[src/rtl/spi_alu_bridge_if.sv]
// Bridge-to-ALU launch/complete bus: operands and start pulse out, done strobe with result/flags back.
// The master modport is the bridge side; the slave modport is the ALU side.
interface spi_alu_bridge_if;
  logic [31:0] alu_a;
  logic [31:0] alu_b;
  logic        alu_start;
  logic        alu_done;
  logic [31:0] alu_result;
  logic [4:0]  alu_flags;

  modport master (
    output alu_a,
    output alu_b,
    output alu_start,
    input  alu_done,
    input  alu_result,
    input  alu_flags
  );

  modport slave (
    input  alu_a,
    input  alu_b,
    input  alu_start,
    output alu_done,
    output alu_result,
    output alu_flags
  );
endinterface

[src/rtl/spi_alu_bridge.sv]
// Per SPI frame: latch operands on CS rise, run one ALU op under a timeout, commit {result,status}.
// Latency frame_end->commit >= 4 cycles; frames arriving while busy are dropped and flagged as overrun.
module spi_alu_bridge #(
  parameter int          SYNC_STAGES    = 2,
  parameter int          TIMEOUT_CYCLES = 1024,
  parameter logic [31:0] TIMEOUT_RESULT = 32'h7FC00000
) (
  input  logic                    clk,
  input  logic                    rst,
  input  logic                    SPI_CS,
  input  logic [31:0]             operand1,
  input  logic [31:0]             operand2,
  spi_alu_bridge_if.master        alu,
  output logic [63:0]             alu_results,
  output logic                    busy
);

  localparam logic [15:0] TMO_LIMIT = 16'(TIMEOUT_CYCLES);

  typedef enum logic [1:0] {
    IDLE   = 2'd0,
    LAUNCH = 2'd1,
    WAIT   = 2'd2,
    COMMIT = 2'd3
  } state_t;

  state_t state_q, state_d;

  // CS synchroniser resets high so release from reset never looks like a frame end.
  logic [SYNC_STAGES-1:0] cs_sync_q;
  logic                   cs_dly_q;
  logic                   cs_synced;
  logic                   frame_end;

  assign cs_synced = cs_sync_q[SYNC_STAGES-1];
  assign frame_end = cs_synced & ~cs_dly_q;

  always_ff @(posedge clk or negedge rst) begin
    if (!rst) begin
      cs_sync_q <= '1;
      cs_dly_q  <= 1'b1;
    end else begin
      cs_sync_q <= {cs_sync_q[SYNC_STAGES-2:0], SPI_CS};
      cs_dly_q  <= cs_synced;
    end
  end

  logic [31:0] a_q, a_d;
  logic [31:0] b_q, b_d;
  logic [7:0]  seq_q, seq_d;
  logic [15:0] lat_q, lat_d;
  logic [31:0] res_q, res_d;
  logic [4:0]  flags_q, flags_d;
  logic        tmo_q, tmo_d;
  logic        ovr_q, ovr_d;
  logic [63:0] results_q, results_d;
  logic        busy_q, busy_d;

  logic [15:0] lat_inc;
  logic        limit_hit;

  assign lat_inc   = (lat_q == 16'hFFFF) ? lat_q : lat_q + 16'd1;
  assign limit_hit = (lat_inc == TMO_LIMIT);

  always_ff @(posedge clk or negedge rst) begin
    if (!rst) begin
      state_q <= IDLE;
    end else begin
      state_q <= state_d;
    end
  end

  always_comb begin
    state_d = state_q;
    case (state_q)
      IDLE:    if (frame_end) state_d = LAUNCH;
      LAUNCH:  state_d = WAIT;
      WAIT:    if (alu.alu_done || limit_hit) state_d = COMMIT;
      COMMIT:  state_d = IDLE;
      default: state_d = IDLE;
    endcase
  end

  always_comb begin
    alu.alu_start = (state_q == LAUNCH);
  end

  always_comb begin
    a_d       = a_q;
    b_d       = b_q;
    seq_d     = seq_q;
    lat_d     = lat_q;
    res_d     = res_q;
    flags_d   = flags_q;
    tmo_d     = tmo_q;
    ovr_d     = ovr_q;
    results_d = results_q;
    busy_d    = busy_q;

    case (state_q)
      IDLE: begin
        if (frame_end) begin
          a_d    = operand1;
          b_d    = operand2;
          seq_d  = seq_q + 8'd1;
          lat_d  = 16'd0;
          busy_d = 1'b1;
        end
      end
      LAUNCH: begin
        if (frame_end) ovr_d = 1'b1;
      end
      WAIT: begin
        if (frame_end) ovr_d = 1'b1;
        lat_d = lat_inc;
        // A done landing on the limit cycle still counts as a real completion.
        if (alu.alu_done) begin
          res_d   = alu.alu_result;
          flags_d = alu.alu_flags;
          tmo_d   = 1'b0;
        end else if (limit_hit) begin
          res_d   = TIMEOUT_RESULT;
          flags_d = 5'd0;
          tmo_d   = 1'b1;
        end
      end
      COMMIT: begin
        results_d = {res_q, seq_q, lat_q, tmo_q, ovr_q, 1'b0, flags_q};
        busy_d    = 1'b0;
        // A frame dropped on the commit cycle is reported with the following commit.
        ovr_d     = frame_end;
      end
      default: ;
    endcase
  end

  always_ff @(posedge clk or negedge rst) begin
    if (!rst) begin
      a_q       <= '0;
      b_q       <= '0;
      seq_q     <= '0;
      lat_q     <= '0;
      res_q     <= '0;
      flags_q   <= '0;
      tmo_q     <= 1'b0;
      ovr_q     <= 1'b0;
      results_q <= '0;
      busy_q    <= 1'b0;
    end else begin
      a_q       <= a_d;
      b_q       <= b_d;
      seq_q     <= seq_d;
      lat_q     <= lat_d;
      res_q     <= res_d;
      flags_q   <= flags_d;
      tmo_q     <= tmo_d;
      ovr_q     <= ovr_d;
      results_q <= results_d;
      busy_q    <= busy_d;
    end
  end

  assign alu.alu_a   = a_q;
  assign alu.alu_b   = b_q;
  assign alu_results = results_q;
  assign busy        = busy_q;

endmodule

[src/flat_wrapper.sv]
// flat-port wrapper written by rule: the top's interface ports become plain ports
module spi_alu_bridge_flat 
#(
  parameter int          SYNC_STAGES    = 2,
  parameter int          TIMEOUT_CYCLES = 1024,
  parameter logic [31:0] TIMEOUT_RESULT = 32'h7FC00000
)
  (clk, rst, SPI_CS, operand1, operand2, alu_results, busy, alu_alu_a, alu_alu_b, alu_alu_start, alu_alu_done, alu_alu_result, alu_alu_flags);
  spi_alu_bridge_if alu_i ();
  input  logic clk;
  input  logic rst;
  input  logic SPI_CS;
  input  logic [31:0] operand1;
  input  logic [31:0] operand2;
  output logic [63:0] alu_results;
  output logic busy;
  output wire logic [$bits(alu_i.alu_a)-1:0] alu_alu_a;
  output wire logic [$bits(alu_i.alu_b)-1:0] alu_alu_b;
  output wire logic [$bits(alu_i.alu_start)-1:0] alu_alu_start;
  input wire logic [$bits(alu_i.alu_done)-1:0] alu_alu_done;
  input wire logic [$bits(alu_i.alu_result)-1:0] alu_alu_result;
  input wire logic [$bits(alu_i.alu_flags)-1:0] alu_alu_flags;
  assign alu_alu_a = alu_i.alu_a;
  assign alu_alu_b = alu_i.alu_b;
  assign alu_alu_start = alu_i.alu_start;
  assign alu_i.alu_done = alu_alu_done;
  assign alu_i.alu_result = alu_alu_result;
  assign alu_i.alu_flags = alu_alu_flags;
  spi_alu_bridge #(.SYNC_STAGES(SYNC_STAGES), .TIMEOUT_CYCLES(TIMEOUT_CYCLES), .TIMEOUT_RESULT(TIMEOUT_RESULT)) u_core (.clk(clk), .rst(rst), .SPI_CS(SPI_CS), .operand1(operand1), .operand2(operand2), .alu(alu_i), .alu_results(alu_results), .busy(busy));
endmodule
[config.mk]
export PLATFORM = sky130hd
export DESIGN_NAME = spi_alu_bridge_flat
export DESIGN_NICKNAME = d
export VERILOG_FILES = /design/src/rtl/spi_alu_bridge_if.sv /design/src/rtl/spi_alu_bridge.sv /design/src/flat_wrapper.sv
export SDC_FILE = /design/constraint.sdc
export NUM_CORES = 1
export LEC_CHECK = 0
export ABC_CLOCK_PERIOD_IN_PS = 2400
export BUFFER_PORTS_ARGS = -buffer_cell sky130_fd_sc_hd__buf_4
export CAP_MARGIN = 20
export CELL_PAD_IN_SITES_DETAIL_PLACEMENT = 0
export CELL_PAD_IN_SITES_GLOBAL_PLACEMENT = 1
export CORE_ASPECT_RATIO = 1.5
export CORE_UTILIZATION = 36
export DETAILED_ROUTE_END_ITERATION = 10
export GPL_TIMING_DRIVEN = 0
export PLACE_DENSITY = 0.74
export SYNTH_ARGS = -nofsm -noshare
export SYNTH_HDL_FRONTEND = slang
export SYNTH_SLANG_ARGS = --single-unit
[constraint.sdc]
create_clock -name clk -period 2.4 [get_ports clk]
set_input_delay 0.72 -clock clk [delete_from_list [all_inputs] [get_ports clk]]
set_output_delay 0.72 -clock clk [all_outputs]
set_load 0.05 [all_outputs]
==> load_flow_metrics.sql <==
INSERT INTO impl_metrics (metric_group, metric, value, unit) VALUES
('status', 'outcome', 'finished with violations', ''),
('status', 'violations', 'negative setup slack', ''),
('finish', 'layout-drive-gt1-share', '0.4087', ''),
('cts', 'numCtsBuffers', '17', ''),
('floorplanning', 'placement_rows', '66', ''),
('worst_setup_path', 'cp_slowest_cell', 'sky130_fd_sc_hd__dfrtp_2', ''),
('finish', 'design_area', '10960', 'µm²'),
('timing', 'final_hold_viol_count', '0', ''),
('power', 'proportion_of_power_drawn_by_flip_flops_and_latches', '0.331', ''),
('finish', 'flow.area_growth_from_synthesis', '37.81', '%'),
('timing', 'max-slew-margin-rel', '0.5484', ''),
('global_route', 'grt.overflow.total', '0', ''),
('global_route', 'use_met1', '0.2152', ''),
('route', 'routed_vias', '6098', ''),
('synth', 'synth.yosys.seq_area_share', '0.6169', ''),
('power', 'vdd_ir_drop_max', '0.9011', 'mV'),
('timing', 'tightest_pin_transition', '677.4', 'ps'),
('floorplanning', 'fp.dieArea', '22710', 'µm²'),
('worst_setup_path', 'r2r_slack', '-60', 'ps'),
('hold_path', 'hold_path.class', 'input port to asynchronous set/reset pin', ''),
('power', 'power.static_leakage', '5.507', 'nW'),
('cts', 'post_cts_hold_buffers', '0', ''),
('worst_setup_path', 'critical_path.max_stage_delay', '430', 'ps'),
('synth', 'ys_ff_latch', '196', ''),
('worst_setup_path', 'cp_common_cell', 'sky130_fd_sc_hd__and4_4', ''),
('power', 'share_clk_of_total_power', '0.175', ''),
('cts', 'clockBufferDepth', '2', ''),
('route', 'detail_route.wirelength', '20760', 'µm'),
('route', 'first_iter_violations', '265', ''),
('cts', 'htree_levels', '4', ''),
('power', 'cellPowerDensity', '1457', 'nW/µm²'),
('timing', 'totalNegativeSetupSlack', '-597.6', 'ps'),
('worst_setup_path', 'worstSetupStartpointType', 'flop', ''),
('floorplanning', 'die_w', '123.4', 'µm'),
('finish', 'final_nets', '1084', ''),
('worst_setup_path', 'critPathArrivalTime', '2780', 'ps'),
('run', 'maxCapViolCount', '0', ''),
('timing', 'final_critical_path_setup_slack', '-58.77', 'ps'),
('placement', 'place_worst_setup_slack', '-409.6', 'ps'),
('cts', 'clock_insertion_delay_worst_skew', '440', 'ps'),
('synth', 'yosysWarningCount', '0', ''),
('route', 'remaining_drc_errors', '0', ''),
('timing', 'period_minus_slack', '2459', 'ps'),
('synth', 'prevailing_post_synth_register_cell', 'sky130_fd_sc_hd__dfrtp_1', ''),
('power', 'switching_power', '7.269', 'mW'),
('floorplanning', 'core_box_area', '21720', 'µm²'),
('timing', 'report.final.setup_viol', '27', ''),
('synth', 'synth-edff-count', '0', ''),
('placement', 'place_hpwl', '14870', 'µm'),
('worst_setup_path', 'crit_chain', 'ha_4, and4_4, and2_0, or3_1, a221oi_2, and4_4, o31a_1, mux2_4', ''),
('placement', 'port_buffers', '233', ''),
('synth', 'syn_area_cell', '11.29', 'µm²'),
('floorplanning', 'initial_core_util', '0.3663', ''),
('power', 'total_power', '15.98', 'mW'),
('cts', 'clk_transition_reported_paths', '70', 'ps'),
('power', 'proportion_of_total_power_due_to_net_switching', '0.4549', ''),
('global_route', 'globalRouteTotalUtil', '0.1905', ''),
('timing', 'timing.clock.skew', '7.368', 'ps'),
('global_route', 'grt_start_max_net_pins', '111', ''),
('timing', 'maxSlewViolCount', '0', ''),
('synth', 'proportion_of_synthesized_flip_flops_having_asynchronous_set_or_reset', '1.000', ''),
('cts', 'cts_sinks', '196', ''),
('finish', 'layout_commonest_cell', 'sky130_fd_sc_hd__buf_4', ''),
('placement', 'detailed_place.area', '10100', 'µm²'),
('global_route', 'globalRouteMet2Util', '0.3301', ''),
('worst_setup_path', 'reg2reg_from', 'u_core.lat_q[0]', ''),
('cts', 'cts_tree', 'done', ''),
('finish', 'utilization_of_the_core_after_routing', '0.5048', ''),
('timing', 'maxClockFrequency', '0.4067', 'GHz'),
('cts', 'clock_root_buffer_master', 'sky130_fd_sc_hd__clkbuf_16', ''),
('worst_setup_path', 'r2r-end', 'u_core.state_q[1]', '');
-- power by group through the flow --
stage          registers (mW)  clock network [mW]  logic (mW)
2_1_floorplan            8.38                   0        2.26
3_3_place_gp             5.31                   0        7.78
3_5_place_dp             5.34                   0        7.85
4_1_cts                  5.30                2.90        7.94
5_1_grt                  5.45                3.02        8.41
6_report                 5.29                2.80        7.89
-- how the worst max path moves through the flow --
stage / from / to / slack, ps
floorplan: u_core.lat_q[0] / u_core.state_q[1] / -70
global placement: rst / u_core.lat_q[12] / -780
detailed placement: u_core.lat_q[0] / u_core.state_q[1] / -410
CTS: u_core.lat_q[0] / u_core.state_q[1] / -70
global route: u_core.lat_q[9] / u_core.state_q[1] / -110
finish: u_core.lat_q[0] / u_core.state_q[1] / -60
-- metal layers --
metal,share of wire,vias to the layer above
met4,0.022,0
li1,-,2946
met1,0.39,2960
met5,0,-
met2,0.53,165
met3,0.063,27
-- synth_stat cells (8+ instances only) --
master                     count  area (µm²)
sky130_fd_sc_hd__clkbuf_1     28       105.1
sky130_fd_sc_hd__nand2_1     212       795.8
sky130_fd_sc_hd__a22o_1       31       271.5
sky130_fd_sc_hd__mux2_2       63       709.4
sky130_fd_sc_hd__nand3_1      12       60.06
sky130_fd_sc_hd__nor2_1       17       63.81
sky130_fd_sc_hd__nand4_1      11       68.82
sky130_fd_sc_hd__dfrtp_1     193        4830
sky130_fd_sc_hd__o21ai_0      11       55.05
sky130_fd_sc_hd__a21oi_1      21       105.1
sky130_fd_sc_hd__o22a_1       11       96.34
sky130_fd_sc_hd__xnor2_1       9       78.83
sky130_fd_sc_hd__buf_2         8       40.04
-- what timing repair did --
item	in CTS	in global routing
setup endpoints to repair	55	84
pin swaps	9	9
cloned	2	0
endpoints found under the hold margin	0	0
setup buffers	7	9
gates resized for setup	27	42
-- cells by family (layout without fill, tap and decap cells) --
family / count (synthesis) / in the layout / share of synthesized area
buf+inv: 51 / 332 / 0.02894
flops: 196 / 196 / 0.6169
compound gates: 93 / 93 / 0.08681
simple gates: 280 / 280 / 0.1505
other cells: 1 / 2 / 0.0004713
xor+xnor: 11 / 11 / 0.01211
mux: 67 / 67 / 0.09483
fa+ha+maj: 6 / 6 / 0.009435
-- critical path, delay by kind of cell, from the launching register on --
family / cells / cell delay, ps
fa+ha+maj: 1 / 170
compound gates: 2 / 460
flops: 1 / 430
simple gates: 4 / 970
mux: 1 / 310
-- through the flow --
stage | hold slack (ps) | instances
finish | 252.3 | 1259
global route | 302.2 | 1258
CTS | 284.6 | 1250
detailed placement | 353.4 | 1211
global placement | 350.8 | 1210
floorplan | 345.2 | 705
-- sequential cells by signal (all words and copies together), names as in the netlist --
signal / count
u_core.lat_q: 16
u_core.cs_sync_q: 2
u_core.res_q: 32
u_core.cs_dly_q: 1
u_core.state_q: 2
u_core.alu_results: 63
u_core.tmo_q: 1
u_core.ovr_q: 1
u_core.seq_q: 8
u_core.flags_q: 5
u_core.alu.alu_b: 32
u_core.busy: 1
u_core.alu.alu_a: 32
-- layout make-up --
cell class / instances / area [µm²]
antenna: 1 / 2.502
buffer: 43 / 257.7
clock buffer: 17 / 425.4
clock inverter: 15 / 145.1
fill: 2036 / 10750
inverter: 5 / 18.77
multi-input combinational: 458 / 2924
sequential: 196 / 4916
tap: 272 / 340.3
timing repair buffer: 252 / 1934
Note: power is estimated with default switching activity, not from simulation.
